$ cat config.mk
export PLATFORM = sky130hd
export DESIGN_NAME = sid_filter_arb_flat
export DESIGN_NICKNAME = d
export VERILOG_FILES = /design/src/rtl/sid_filter_arb_if.sv /design/src/rtl/sid_filter_arb.sv /design/src/flat_wrapper.sv
export SDC_FILE = /design/constraint.sdc
export NUM_CORES = 1
export LEC_CHECK = 0
export BUFFER_PORTS_ARGS = -buffer_cell sky130_fd_sc_hd__buf_2
export CAP_MARGIN = 20
export CORE_MARGIN = 4
export CORE_UTILIZATION = 50
export CTS_CLUSTER_SIZE = 40
export DETAILED_ROUTE_END_ITERATION = 6
export GPL_ROUTABILITY_DRIVEN = 1
export PLACE_DENSITY = 0.86
export SYNTH_ARGS = -nofsm -noshare
export SYNTH_HDL_FRONTEND = slang
export SYNTH_SLANG_ARGS = --single-unit
$ cat constraint.sdc
create_clock -name clk -period 2.07 [get_ports clk]
set_input_delay 0.207 -clock clk [delete_from_list [all_inputs] [get_ports clk]]
set_output_delay 0.207 -clock clk [all_outputs]
set_load 0.03 [all_outputs]
$ cat src/rtl/sid_filter_arb_if.sv
// Handshake and data bundle between the SID filter arbiter and its environment.
// slave is the arbiter side; master drives requests, enables and the engine result.
interface sid_filter_arb_if;
    logic        tick;
    logic        en0;
    logic        en1;
    logic [15:0] eng_sound;
    logic        eng_valid;
    logic        eng_sel;
    logic [15:0] sound0;
    logic [15:0] sound1;
    logic        done0;
    logic        done1;
    logic        overrun;

    modport master (
        output tick, en0, en1, eng_sound,
        input  eng_valid, eng_sel, sound0, sound1, done0, done1, overrun
    );

    modport slave (
        input  tick, en0, en1, eng_sound,
        output eng_valid, eng_sel, sound0, sound1, done0, done1, overrun
    );
endinterface

$ cat src/rtl/sid_filter_arb.sv
// Time-shares one filter engine between two SID channels, lowest enabled channel first.
// Latency: eng_valid one cycle after tick; done<ch> LAT+1 cycles after that channel's eng_valid.
// Backpressure: busy-time ticks pulse overrun; SID_FILTER_ARB_TICKQ_EN adds a one-deep tick queue.
module sid_filter_arb #(
    parameter int LAT = 13
) (
    input  logic             clk,
    input  logic             rst_n,
    sid_filter_arb_if.slave  bus
);
    localparam int CW = $clog2(LAT + 1);

    typedef enum logic [1:0] {IDLE, ISSUE, WAIT, CAPTURE} state_t;

    state_t        state;
    state_t        state_nxt;
    logic [1:0]    pend;
    logic          sel;
    logic [CW-1:0] cnt;
    logic [15:0]   sound0_q;
    logic [15:0]   sound1_q;
    logic          done0_q;
    logic          done1_q;
    logic          ovr_q;
    logic          eng_valid;
    logic          start;
    logic          busy_tick;
    logic          cap_now;
    logic [1:0]    rem;

`ifdef SID_FILTER_ARB_TICKQ_EN
    logic tq;
    assign start = bus.tick | tq;
`else
    assign start = bus.tick;
`endif

    assign busy_tick = bus.tick && (state != IDLE);
    // CAPTURE spans two cycles: sample the engine, then retire the channel.
    assign cap_now   = (state == CAPTURE) && (cnt == CW'(LAT - 1));
    assign rem       = {pend[1] & ~sel, pend[0] & sel};

    always_ff @(posedge clk or negedge rst_n) begin
        if (!rst_n) state <= IDLE;
        else        state <= state_nxt;
    end

    always_comb begin
        state_nxt = state;
        case (state)
            IDLE:    if (start && (bus.en0 || bus.en1)) state_nxt = ISSUE;
            ISSUE:   state_nxt = WAIT;
            WAIT:    if (cnt == CW'(LAT - 2)) state_nxt = CAPTURE;
            CAPTURE: if (!cap_now) state_nxt = (rem != 2'b00) ? ISSUE : IDLE;
            default: state_nxt = IDLE;
        endcase
    end

    always_comb begin
        eng_valid = 1'b0;
        if (state == ISSUE) eng_valid = 1'b1;
    end

    always_ff @(posedge clk or negedge rst_n) begin
        if (!rst_n) begin
            pend     <= 2'b00;
            sel      <= 1'b0;
            cnt      <= '0;
            sound0_q <= 16'h0000;
            sound1_q <= 16'h0000;
            done0_q  <= 1'b0;
            done1_q  <= 1'b0;
        end else begin
            if (state == IDLE || state == ISSUE) cnt <= '0;
            else                                 cnt <= cnt + CW'(1);

            if (state == IDLE && start)               pend <= {bus.en1, bus.en0};
            else if (state == CAPTURE && !cap_now)    pend <= rem;

            if (state_nxt == ISSUE) sel <= (state == IDLE) ? ~bus.en0 : ~rem[0];

            if (cap_now && !sel) sound0_q <= bus.eng_sound;
            if (cap_now &&  sel) sound1_q <= bus.eng_sound;
            done0_q <= cap_now & ~sel;
            done1_q <= cap_now &  sel;
        end
    end

`ifdef SID_FILTER_ARB_TICKQ_EN
    always_ff @(posedge clk or negedge rst_n) begin
        if (!rst_n) begin
            tq    <= 1'b0;
            ovr_q <= 1'b0;
        end else begin
            if (state == IDLE)  tq <= 1'b0;
            else if (busy_tick) tq <= 1'b1;
            ovr_q <= busy_tick & tq;
        end
    end
`else
    always_ff @(posedge clk or negedge rst_n) begin
        if (!rst_n) ovr_q <= 1'b0;
        else        ovr_q <= busy_tick;
    end
`endif

    assign bus.eng_valid = eng_valid;
    assign bus.eng_sel   = sel;
    assign bus.sound0    = sound0_q;
    assign bus.sound1    = sound1_q;
    assign bus.done0     = done0_q;
    assign bus.done1     = done1_q;
    assign bus.overrun   = ovr_q;

endmodule

$ cat src/flat_wrapper.sv
// flat-port wrapper written by rule: the top's interface ports become plain ports
module sid_filter_arb_flat 
#(
    parameter int LAT = 13
)
  (clk, rst_n, bus_tick, bus_en0, bus_en1, bus_eng_sound, bus_eng_valid, bus_eng_sel, bus_sound0, bus_sound1, bus_done0, bus_done1, bus_overrun);
  sid_filter_arb_if bus_i ();
  input  logic clk;
  input  logic rst_n;
  input wire logic [$bits(bus_i.tick)-1:0] bus_tick;
  input wire logic [$bits(bus_i.en0)-1:0] bus_en0;
  input wire logic [$bits(bus_i.en1)-1:0] bus_en1;
  input wire logic [$bits(bus_i.eng_sound)-1:0] bus_eng_sound;
  output wire logic [$bits(bus_i.eng_valid)-1:0] bus_eng_valid;
  output wire logic [$bits(bus_i.eng_sel)-1:0] bus_eng_sel;
  output wire logic [$bits(bus_i.sound0)-1:0] bus_sound0;
  output wire logic [$bits(bus_i.sound1)-1:0] bus_sound1;
  output wire logic [$bits(bus_i.done0)-1:0] bus_done0;
  output wire logic [$bits(bus_i.done1)-1:0] bus_done1;
  output wire logic [$bits(bus_i.overrun)-1:0] bus_overrun;
  assign bus_i.tick = bus_tick;
  assign bus_i.en0 = bus_en0;
  assign bus_i.en1 = bus_en1;
  assign bus_i.eng_sound = bus_eng_sound;
  assign bus_eng_valid = bus_i.eng_valid;
  assign bus_eng_sel = bus_i.eng_sel;
  assign bus_sound0 = bus_i.sound0;
  assign bus_sound1 = bus_i.sound1;
  assign bus_done0 = bus_i.done0;
  assign bus_done1 = bus_i.done1;
  assign bus_overrun = bus_i.overrun;
  sid_filter_arb #(.LAT(LAT)) u_core (.clk(clk), .rst_n(rst_n), .bus(bus_i));
endmodule
# Yosys cells after proc, flatten, opt, wreduce, memory -nomap -nowiden
# Index checks and enable logic that the tools add are counted.
# word_totals
register_bits	44
in_bits	21
word_cells	48
# op_classes
n_mux	10
eq_ne	6
add_sub_neg	1
bitwise_logic	7
n_reduce_logical	15
# op_table
op	count
2-to-1 mux 2 bit	5
equality test 4 bit (second input constant)	2
case mux 2 bit (4 select lines)	1
logical AND 1 bit	7
nonzero test 2 bit	3
adder 4 x 1 -> 4 bit (second input constant)	1
bitwise AND 1 bit	4
equality test 2 x 1 -> 1 bit (second input constant)	2
equality test 2 bit (second input constant)	2
2-to-1 mux 4 bit	1
2-to-1 mux 1 bit	3
inverter 1 bit	3
zero test 1 bit	2
zero test 2 bit	1
logical OR 1 bit	2

# Longest topological paths before layout
# logic_depth
word_depth	7
ltp_mapped	7
ltp_nobuf	6

# Worst setup path before layout
# Ideal clock, no wire load.
# synth_path
path_type	reg2reg
start	reg u_core.cnt[0]
end	reg u_core.sound0_q[10] (netlist: u_core.bus.sound0[10])
slack_ns	0.399
stages_incl_launch_ff	7
n_path_buf	1
t_required_ns	1.945
period_less_slack_ns	1.671
setup_ns	0.125
arrival_ns	1.546
path_cell_list	dfrtp_1 inv_1 ha_1 nand3_2 nor3_4 buf_12 mux2_4
# synth_via
elab_chain_cells	3
# synth_rtl
item	line_no	rtl
from (decl)	sid_filter_arb.sv:19	logic [CW-1:0] cnt;
from (signal assigned)	sid_filter_arb.sv:75	else cnt <= cnt + CW'(1);
equality test 4 bit	sid_filter_arb.sv:40	assign cap_now = (state == CAPTURE) && (cnt == CW'(LAT - 1));
logical AND 1 bit	sid_filter_arb.sv:40	
logical AND 1 bit	sid_filter_arb.sv:82	if (cap_now && !sel) sound0_q <= bus.eng_sound;
to (signal assigned)	sid_filter_arb.sv:82	
to (decl)	sid_filter_arb.sv:20	logic [15:0] sound0_q;
# No other way between the ends.
# A chain may end at the register's enable or synchronous reset.

# Final worst setup path
# layout_path
start	reg u_core.cnt[0]
end	reg u_core.sound1_q[4] (netlist: u_core.bus.sound1[4])
# layout_via
elab_chain_cells	3
# layout_rtl
item	line_no	rtl
equality test 4 bit	sid_filter_arb.sv:40	
logical AND 1 bit	sid_filter_arb.sv:40	
logical AND 1 bit	sid_filter_arb.sv:83	if (cap_now && sel) sound1_q <= bus.eng_sound;
to (signal assigned)	sid_filter_arb.sv:83	
to (decl)	sid_filter_arb.sv:21	logic [15:0] sound1_q;
# No other way between the ends.

==> impl_metrics.xml <==
<?xml version="1.0" encoding="UTF-8"?>
<metrics>
  <group name="run_status">
    <metric name="run_status" unit="">finished clean</metric>
  </group>
  <group name="min_path">
    <metric name="holdCritStartpoint" unit="">bus_eng_sound[4]</metric>
    <metric name="worstHoldPathType" unit="">in -&gt; reg</metric>
  </group>
  <group name="pwr">
    <metric name="switching_share" unit="%">31.6</metric>
    <metric name="vdd.ir_drop.worst" unit="µV">609</metric>
    <metric name="p_seq_share" unit="%">55.8</metric>
    <metric name="total_leakage_power" unit="nW">1.17</metric>
    <metric name="cellInternalPower" unit="W">0.00130</metric>
    <metric name="share_comb_of_total_power" unit="%">21.8</metric>
    <metric name="cellPowerDensity" unit="mW/mm²">858</metric>
    <metric name="clock_power_share" unit="%">22.5</metric>
    <metric name="p_switching" unit="W">0.000598</metric>
  </group>
  <group name="routing">
    <metric name="route.detailed.vias_per_inst" unit="">4.91</metric>
    <metric name="met3WireLength" unit="µm">190</metric>
    <metric name="num_vias" unit="">1129</metric>
    <metric name="wl" unit="µm">3360</metric>
    <metric name="highest-signal-layer" unit="">met4</metric>
    <metric name="drt_first_iter_violations" unit="">19</metric>
    <metric name="drt-met1-wl" unit="µm">1330</metric>
    <metric name="route.detailed.drc" unit="">0</metric>
    <metric name="number_of_nets_with_antenna_violations_after_detailed_routing" unit="">0</metric>
    <metric name="wire_per_inst" unit="µm">14.6</metric>
    <metric name="wl_met2" unit="µm">1760</metric>
    <metric name="drt_pre_antenna_iters" unit="">2</metric>
  </group>
  <group name="synth">
    <metric name="yosysSeqAreaShare" unit="%">60.9</metric>
    <metric name="synth_warnings" unit="">0</metric>
    <metric name="unique_masters_post_synth" unit="">30</metric>
    <metric name="mean_instance_size_in_the_synthesized_netlist" unit="µm²">15.3</metric>
    <metric name="number_of_synthesized_register_bits" unit="">44</metric>
    <metric name="share_of_the_synthesized_netlist_area_taken_by_xor_and_xnor_gates" unit="%">0.968</metric>
    <metric name="fraction_of_the_mapped_netlist_area_in_compound_gates" unit="%">2.70</metric>
    <metric name="synthMuxAreaShare" unit="%">22.8</metric>
    <metric name="synth_top_family_by_area" unit="">multiplexers</metric>
    <metric name="yosys.area_share.adder" unit="%">1.38</metric>
    <metric name="mappedNetlistNets" unit="">141</metric>
    <metric name="synth_area_in_simple_gates" unit="%">8.58</metric>
    <metric name="synthesis.area" unit="mm²">0.00181</metric>
    <metric name="synthesis.instances" unit="">118</metric>
  </group>
  <group name="sta">
    <metric name="post-route-min-period" unit="ps">1710</metric>
    <metric name="worst_slew_pin_slew" unit="ps">410</metric>
    <metric name="slew-limit-headroom" unit="%">72.6</metric>
    <metric name="worst_slack" unit="ps">365</metric>
    <metric name="timing.setup.tns" unit="ps">0</metric>
    <metric name="slew_violations" unit="">0</metric>
    <metric name="fin_worst_skew" unit="ps">12.7</metric>
    <metric name="finalCritPeriodShare" unit="%">82.4</metric>
    <metric name="max_freq" unit="MHz">586</metric>
    <metric name="setup_viol" unit="">0</metric>
    <metric name="finalHoldViolCount" unit="">0</metric>
    <metric name="grt_setup_unrepaired" unit="">false</metric>
  </group>
  <group name="floorplanning">
    <metric name="dieArea" unit="mm²">0.00465</metric>
    <metric name="num_io_pins" unit="">58</metric>
    <metric name="initial_utilization" unit="%">53.0</metric>
    <metric name="die-height" unit="µm">68.2</metric>
    <metric name="rows" unit="">21</metric>
    <metric name="core" unit="mm²">0.00342</metric>
    <metric name="die_width" unit="µm">68.2</metric>
  </group>
  <group name="cts">
    <metric name="post_cts.repair.setup_buffers" unit="">0</metric>
    <metric name="numCtsBuffers" unit="">5</metric>
    <metric name="cts.root.buffer_cell" unit="">sky130_fd_sc_hd__clkbuf_4</metric>
    <metric name="clock_sinks" unit="">44</metric>
    <metric name="clk_path_buf_depth" unit="">2</metric>
    <metric name="post_cts_hold_buffer_count" unit="">1</metric>
    <metric name="post_cts_resized" unit="">0</metric>
    <metric name="clk-insertion-delay-late" unit="ps">350</metric>
    <metric name="cts_tree" unit="">done</metric>
    <metric name="cts.htree.levels" unit="">2</metric>
    <metric name="cts.reportedPaths.clkPinSlew" unit="ps">130</metric>
  </group>
  <group name="global_route">
    <metric name="grt_overflow" unit="">0</metric>
    <metric name="grt.total_usage" unit="%">16.5</metric>
    <metric name="antenna_violations_before_repair" unit="">0</metric>
    <metric name="first_global_vias" unit="">1214</metric>
    <metric name="grt_max_degree" unit="">33</metric>
    <metric name="grt_first_pass_wirelength" unit="µm">5530</metric>
  </group>
  <group name="critical_path">
    <metric name="r2r-start" unit="">u_core.cnt[0]</metric>
    <metric name="regToRegSetupSlack" unit="ps">360</metric>
    <metric name="chain_of_cells_forming_the_critical_path" unit="">inv_1 &gt; ha_1 &gt; nand3_2 &gt; nor2_1 &gt; nand2_2 &gt; mux2_4</metric>
    <metric name="worstSetupEndpointType" unit="">flop</metric>
    <metric name="max_stage_delay" unit="ps">430</metric>
    <metric name="critical-path-slowest-cell" unit="">sky130_fd_sc_hd__dfrtp_1</metric>
    <metric name="timing.critical_path.fanout_max" unit="">17</metric>
    <metric name="worst-path-buf-inv" unit="">1</metric>
    <metric name="critical_path_class" unit="">reg -&gt; reg</metric>
    <metric name="worstPathArrival" unit="ps">1960</metric>
    <metric name="timing.critical_path.max_delay_family" unit="">simple AND/OR/NAND/NOR gates</metric>
    <metric name="worst-endpoint-required" unit="ps">2330</metric>
    <metric name="worst_setup_path_start_kind" unit="">flop</metric>
    <metric name="startpoint" unit="">u_core.cnt[0]</metric>
  </group>
  <group name="finish">
    <metric name="area_of_combinational_cells_with_multiple_inputs" unit="µm²">658</metric>
    <metric name="area_delta_synth_final" unit="%">22.1</metric>
    <metric name="final_layout_size_suffix_gt1_share" unit="%">57.1</metric>
    <metric name="commonest_cells_after_routing_fill_and_taps_aside" unit="">sky130_fd_sc_hd__buf_2 (57), sky130_fd_sc_hd__dfrtp_1 (44), sky130_fd_sc_hd__mux2_2 (21)</metric>
    <metric name="layout.cells.most_common" unit="">sky130_fd_sc_hd__buf_2</metric>
    <metric name="num-fill-cells" unit="">264</metric>
    <metric name="sequential_cell_area" unit="mm²">0.00110</metric>
    <metric name="antenna-diode-count" unit="">0</metric>
    <metric name="nets" unit="">206</metric>
  </group>
  <group name="placement">
    <metric name="place.port_buffers" unit="">57</metric>
    <metric name="dpl.hpwl" unit="µm">2550</metric>
    <metric name="dp_worst_setup_slack" unit="ps">343</metric>
    <metric name="gp_routability_congestion" unit="">0.770</metric>
  </group>
  <group name="job">
    <metric name="cap_violations" unit="">0</metric>
  </group>
</metrics>
-- cell usage after synthesis, drive strengths merged --
library cell / n / area share [%]
nor3: 1 / 0.90
or3: 1 / 0.35
xor2: 1 / 0.48
and3b: 1 / 0.55
a31o: 1 / 0.48
ha: 2 / 1.4
nor2: 4 / 0.83
mux2i: 1 / 0.55
o2bb2ai: 1 / 0.48
inv: 3 / 0.62
buf: 3 / 2.1
and2b: 1 / 0.42
o21ai: 1 / 0.28
nand4: 1 / 0.35
xnor2: 1 / 0.48
o211ai: 1 / 0.42
o2111a: 1 / 0.62
nand2: 5 / 1.3
and3: 1 / 0.35
and2: 3 / 1.0
mux2: 32 / 22
o21a: 1 / 0.42
nor2b: 4 / 1.4
nand3: 3 / 1.1
dfrtp: 44 / 61
-- worst paths after layout --
check / endpoint / cells past startpoint
max: u_core.bus.sound1[4] / 6
min: u_core.bus.sound1[4] / 2
max reg2reg: u_core.bus.sound1[4] / 6
min reg2reg: u_core.cnt[0] / 1
max in group asynchronous: u_core.bus.sound1[13] / 3
min in group asynchronous: u_core.bus.sound1[4] / 2
-- stage by stage --
stage / cells / area (µm²) / utilization (%) / total power [W] / hold slack, ps
after floorplan: 118 / 1810 / - / 0.00135 / -88.6
after global placement: 221 / 2140 / 62.5 / 0.00146 / 92.5
after detailed placement: 221 / 2140 / 62.5 / 0.00149 / 99.6
after CTS: 230 / 2210 / 64.7 / 0.00192 / 79.8
after global routing: 230 / 2210 / 64.7 / 0.00202 / 66.6
final: 230 / 2210 / 64.7 / 0.00190 / 88.8
-- layer usage --
metal	GRT usage, %	vias to the layer above
met5	0	-
met4	7.44	0
met3	5.58	9
met2	27.6	32
met1	19.1	546
li1	-	542
-- kinds of logic after synthesis --
group	after synthesis
compound gates	6
xor+xnor	2
fa+ha+maj	2
buf+inv	6
flops	44
mux	33
simple gates	25
-- cell type report --
| type | count | share of cell area [%] |
|---|---|---|
| Sequential cell | 44 | 49.9 |
| Multi-Input combinational cell | 68 | 29.8 |
| Timing Repair Buffer | 61 | 14.4 |
| Tap cell | 46 | 2.61 |
| Clock buffer | 7 | 2.49 |
| Inverter | 3 | 0.510 |
| Clock inverter | 1 | 0.340 |
-- registers in the layout, summed over array words and instances (netlist names) --
| name | flops |
|---|---|
| u_core.bus.sound0 | 16 |
| u_core.pend | 2 |
| u_core.cnt | 4 |
| u_core.state | 2 |
| u_core.bus.done1 | 1 |
| u_core.bus.done0 | 1 |
| u_core.bus.overrun | 1 |
| u_core.bus.sound1 | 16 |
| u_core.bus.eng_sel | 1 |
-- power by group through the flow --
stage | logic (W) | clock network (W) | registers (W)
6_report | 0.000413 | 0.000426 | 0.00106
3_3_place_gp | 0.000392 | 0 | 0.00107
2_1_floorplan | 0.000233 | 0 | 0.00111
3_5_place_dp | 0.000417 | 0 | 0.00107
4_1_cts | 0.000419 | 0.000442 | 0.00106
5_1_grt | 0.000460 | 0.000482 | 0.00107
(Power assumes the default switching activity.)
